**src/rtl/conv_pkg.sv**
```systemverilog
// Shared constants and types for the convolution stream master.
// The state encoding and word type are kept here so the bench and RTL agree.
package conv_pkg;

  localparam int DEF_DATA_W = 32;
  localparam int N_IN       = 9;
  localparam int N_OUT      = 4;

  typedef enum logic [1:0] {
    LOAD,
    START,
    WAIT,
    DRAIN
  } state_e;

  typedef logic [DEF_DATA_W-1:0] word_t;

endpackage

```
**src/rtl/conv_stream_master.sv**
```systemverilog
// Streams a 9-word matrix into the 3x3 convolution engine, fires one start
// pulse, captures the 4 results on done and streams them back out with last.
module conv_stream_master
  import conv_pkg::*;
#(
  parameter int DATA_W      = DEF_DATA_W,
  parameter int TIMEOUT_CYC = 1024
) (
  input  logic                  clk,
  input  logic                  reset,
  input  logic                  in_valid,
  output logic                  in_ready,
  input  logic [DATA_W-1:0]     in_data,
  output logic                  out_valid,
  input  logic                  out_ready,
  output logic [DATA_W-1:0]     out_data,
  output logic                  out_last,
  output logic                  conv_start,
  output logic [9*DATA_W-1:0]   conv_in,
  input  logic                  conv_done,
  input  logic [4*DATA_W-1:0]   conv_out,
  output logic                  busy,
  output logic                  err_timeout
);

  localparam int CNT_W = $clog2(TIMEOUT_CYC) + 1;

  state_e             state_q;
  logic [DATA_W-1:0]  in_buf_q [N_IN];
  logic [DATA_W-1:0]  res_q    [N_OUT];
  logic [3:0]         idx_q;
  logic [1:0]         k_q;
  logic [CNT_W-1:0]   cnt_q;
  logic               err_q;

  // NOTE: every register here, including both buffers, is cleared on reset so
  // a dropped frame can never leak stale words onto conv_in or out_data.
  always_ff @(posedge clk) begin
    if (!reset) begin
      state_q <= LOAD;
      idx_q   <= '0;
      k_q     <= '0;
      cnt_q   <= '0;
      err_q   <= 1'b0;
      for (int i = 0; i < N_IN; i++)  in_buf_q[i] <= '0;
      for (int j = 0; j < N_OUT; j++) res_q[j]    <= '0;
    end else begin
      // NOTE: state is updated with non-blocking assignments so every branch
      // sees the values from the start of the cycle.
      case (state_q)
        LOAD: begin
          if (in_valid) begin
            in_buf_q[idx_q] <= in_data;
            if (idx_q == 4'(N_IN - 1)) begin
              idx_q   <= '0;
              state_q <= START;
            end else begin
              idx_q <= idx_q + 1'b1;
            end
          end
        end
        START: begin
          cnt_q   <= '0;
          state_q <= WAIT;
        end
        WAIT: begin
          // done takes priority over a timeout landing on the same cycle
          if (conv_done) begin
            for (int j = 0; j < N_OUT; j++) res_q[j] <= conv_out[j*DATA_W +: DATA_W];
            k_q     <= '0;
            state_q <= DRAIN;
          end else if (cnt_q == CNT_W'(TIMEOUT_CYC - 1)) begin
            err_q   <= 1'b1;
            state_q <= LOAD;
          end else begin
            cnt_q <= cnt_q + 1'b1;
          end
        end
        DRAIN: begin
          if (out_ready) begin
            k_q <= k_q + 1'b1;
            if (k_q == 2'(N_OUT - 1)) state_q <= LOAD;
          end
        end
        default: state_q <= LOAD;
      endcase
    end
  end

  // NOTE: every output gets a default first so no path infers a latch.
  always_comb begin
    conv_in     = '0;
    in_ready    = (state_q == LOAD);
    conv_start  = (state_q == START);
    out_valid   = (state_q == DRAIN);
    busy        = (state_q != LOAD);
    err_timeout = err_q;
    out_data    = out_valid ? res_q[k_q] : '0;
    out_last    = out_valid && (k_q == 2'(N_OUT - 1));
    for (int i = 0; i < N_IN; i++) conv_in[i*DATA_W +: DATA_W] = in_buf_q[i];
  end

endmodule

```
**config.mk**
```make
export PLATFORM = sky130hd
export DESIGN_NAME = conv_stream_master
export DESIGN_NICKNAME = d
export VERILOG_FILES = /design/src/rtl/conv_pkg.sv /design/src/rtl/conv_stream_master.sv
export SDC_FILE = /design/constraint.sdc
export NUM_CORES = 1
export LEC_CHECK = 0
export BUFFER_PORTS_ARGS = -buffer_cell sky130_fd_sc_hd__buf_2
export CAP_MARGIN = 10
export CELL_PAD_IN_SITES_DETAIL_PLACEMENT = 0
export CELL_PAD_IN_SITES_GLOBAL_PLACEMENT = 1
export CORE_MARGIN = 2
export CORE_UTILIZATION = 30
export CTS_BUF_LIST = sky130_fd_sc_hd__clkbuf_4
export CTS_CLUSTER_SIZE = 28
export DETAILED_ROUTE_END_ITERATION = 10
export MAX_ROUTING_LAYER = met4
export PLACE_DENSITY_LB_ADDON = 0.1
export SYNTH_ARGS = -nofsm -noshare
export SYNTH_HDL_FRONTEND = slang
export SYNTH_SLANG_ARGS = --single-unit
```
**constraint.sdc**
```tcl
create_clock -name clk -period 3.8 [get_ports clk]
set_input_delay 0.19 -clock clk [delete_from_list [all_inputs] [get_ports clk]]
set_output_delay 0.19 -clock clk [all_outputs]
set_load 0.01 [all_outputs]
```
==> impl_metrics.ini <==
[worst_setup_path]
max_stage_delay_ns = 0.77
crit_fanout = 18
worstPathArrival_ns = 2.82
path_cells = buf_4 -> mux4_2 -> and2_1 -> buf_2
critPathTopFamily = flip-flops
start_kind = flip-flop
critPathKind = flip-flop to output port
required_ns = 3.61
timing.critical_path.buf_inv = 2
slowest_stage = dfxtp_2
setup.worst_path.end_class = output port

[routing]
met2WireLength_um = 27200
wirelength_um = 55700
top_layer = met4
met3_length_um = 4040
drc = 0
vias = 11800
drt-initial-drc-count = 454
wire_per_inst_um = 20.5
met1_length_um = 23400
viasPerCell = 4.34
drtPass1Iterations = 5
final_antenna_net_count = 0

[floorplan]
coreArea_um2 = 57900
num_rows = 88
die_w_um = 246
die_h_um = 246
start_util = 0.305
io_pins = 491
dieArea_um2 = 60700

[grt]
grt_max_degree = 58
grt_pass1_vias = 12200
grt_overflow = 0
grt_pass1_wl_um = 79900
track_usage = 0.187
antenna_found_initial = 1

[finish]
fin_cells = 2716
area_delta_synth_final_pct = 38.2
finish.utilization = 0.421
fillers = 5588
fin_area_um2 = 24400
nets = 2034
multi_input_area_um2 = 4540
drive_gt1_frac = 0.394
seq_area_um2 = 12900

[placement]
gp_congestion = 0.759
dp_hpwl_um = 37800
placedInstanceArea_um2 = 21200
dp_cells = 2336
portBuffers = 490

[sta]
rsz0062_at_grt = no
drv_slew = 0
hold_viol_final = 0
totalNegativeSetupSlack_ns = 0
worst_slew_pin_slew_ns = 1.10
fmax_ghz = 0.333
finalSetupViolCount = 0
slew_headroom = 0.264
finalCriticalPeriod_ns = 3.01
fin_crit_sh = 0.791
skew_ns = 0.0542

[power_and_ir_drop]
power_frac_clock = 0.401
p_int_uw = 8020
p_comb_frac = 0.072
p_seq_frac = 0.527
ir_worst_vdd_mv = 0.202
p_leak_uw = 0.0102
p_sw_frac = 0.234
p_switching_uw = 2460
powerDensity_nw_per_um2 = 430

[synthesis]
synth_edf_count = 416
yosys-top-cells-area = edfxtp_1 (71%), and2_1 (16%), mux4_2 (4.1%)
synthesis.area_um2 = 17600
synth_top_area_share = 0.708
ys_warn_count = 0
synth_ff_type = edfxtp_1
synthCells = 1114
synth_cell_types = 51
synth_fp_nets = 1290
syn_area_per_cell_um2 = 15.8
seq_area_frac_synth = 0.733
yosysTopAreaCell = edfxtp_1
synth_async_sr_flop_share = 0
ys_seq_elements = 438

[flow_run]
max_cap_violations = 0

[status]
status = complete, no violations

[min_path]
hp-class = input port to flip-flop

[clock_tree]
ctsResizeCount = 0
cts.sinks = 438
ctsHtreeMaxLevel = 3
clk_pin_slew_ns = 0.06
clk_latency_ns = 0.86
clockBufferDepth = 3
cts_tree = built
cts-root-buf = clkbuf_4
numCtsBuffers = 119
sequential cells by signal, indices dropped and copies added (netlist names), named ones only:
name,flops
err_timeout,1
idx_q,4
cnt_q,11
in_buf_q,288
res_q,128
state_q,2
k_q,2
final cells by class:
type                            instances  share of cell area
Antenna cell                            1            0.000103
Clock buffer                          190              0.0585
Clock inverter                         23             0.00411
Inverter                                7             0.00108
Multi-Input combinational cell        612               0.186
Sequential cell                       438               0.531
Tap cell                              765              0.0393
Timing Repair Buffer                  680               0.180
path summary, 6_finish.rpt:
| kind | endpoint | cells past startpoint | slack [ns] | start |
|---|---|---|---|---|
| worst min-delay path | res_q[0][4]$_SDFFCE_PN0P_ | 3 | 0.17 | conv_out[4] |
| worst min register to register | cnt_q[10]$_SDFFE_PN0P_ | 1 | 0.44 | cnt_q[10]$_SDFFE_PN0P_ |
| worst max-delay path | out_data[28] | 4 | 0.79 | flip-flop |
| worst max register to register | in_buf_q[3][26]$_SDFFCE_PN0P_ | 6 | 1.03 | state_q[0]$_SDFFE_PN0P_ |
worst min-delay path, cell delays in order:
cell and delay, ns:
dlygate4sd3_1 0.52, buf_2 0.09, and2_1 0.10
cells by family after synthesis:
family,Yosys count,share of synthesized area
DFF,438,0.733
muxes,33,0.0414
buffers and inverters,64,0.0165
adders and majority gates,11,0.00780
xor gates and xnor gates,4,0.00199
and+or+nand+nor,526,0.185
AOI/OAI and AO/OA,38,0.0138
power groups by stage:
stage                     clock (µW)  combinational [µW]  sequential [µW]
final                           4200                 754             5520
after global routing            4640                 814             5530
after CTS                       4380                 773             5520
after detailed placement           0                 640             5630
after global placement             0                 640             5620
after floorplan                    0                 139             5700
routing by layer:
metal / GRT usage / vias to the layer above
met2: 0.303 / 421
li1: - / 5526
met1: 0.222 / 5762
met3: 0.0541 / 73
met5: - / -
met4: 0.0638 / 0
synthesized netlist by cell type, drive strengths merged, types with 2 or more instances:
master  number
nand4        2
nand4b       2
nand2       23
clkbuf      24
and3         4
dfxtp       22
o21ai       13
o31ai        3
edfxtp     416
nor2        14
xor2         2
o22ai        4
or4          3
and4         3
o21a         4
nor3         2
mux4        32
ha          11
nand3        6
buf         33
inv          7
and2       453
nand3b       3
a21boi       3
xnor2        2
a21oi        5
nand2b       4
placed cells by master, fill, tap and decap left out, drive strengths merged, types with 4 or more instances in the layout:
cell type    Yosys  final
and2           453    453
a21oi            5      5
mux4            32     32
buf             33    514
nand3            6      6
o22ai            4      4
and3             4      4
edfxtp         416    416
dlygate4sd3      0    166
ha              11     11
clkbuf          24    190
nand2b           4      4
nand2           23     23
o21a             4      4
dfxtp           22     22
nor2            14     14
o21ai           13     13
inv              7      8
clkinv           0     21
repair_timing:
action / in CTS / in global routing
hold buffers: 166 / 0
setup endpoints to repair: 0 / 0
buffers inserted: 0 / 0
endpoints found under the hold margin: 438 / 0
per-stage QoR:
stage	setup WS [ns]	hold WS, ns	power (µW)
2_1_floorplan	-0.159	0.388	5840
3_3_place_gp	1.05	0.430	6260
3_5_place_dp	1.01	0.432	6270
4_1_cts	0.547	0.0126	10700
5_1_grt	0.505	0.0778	11000
6_report	0.793	0.166	10500
No activity file was read; power rests on OpenSTA's default activity.
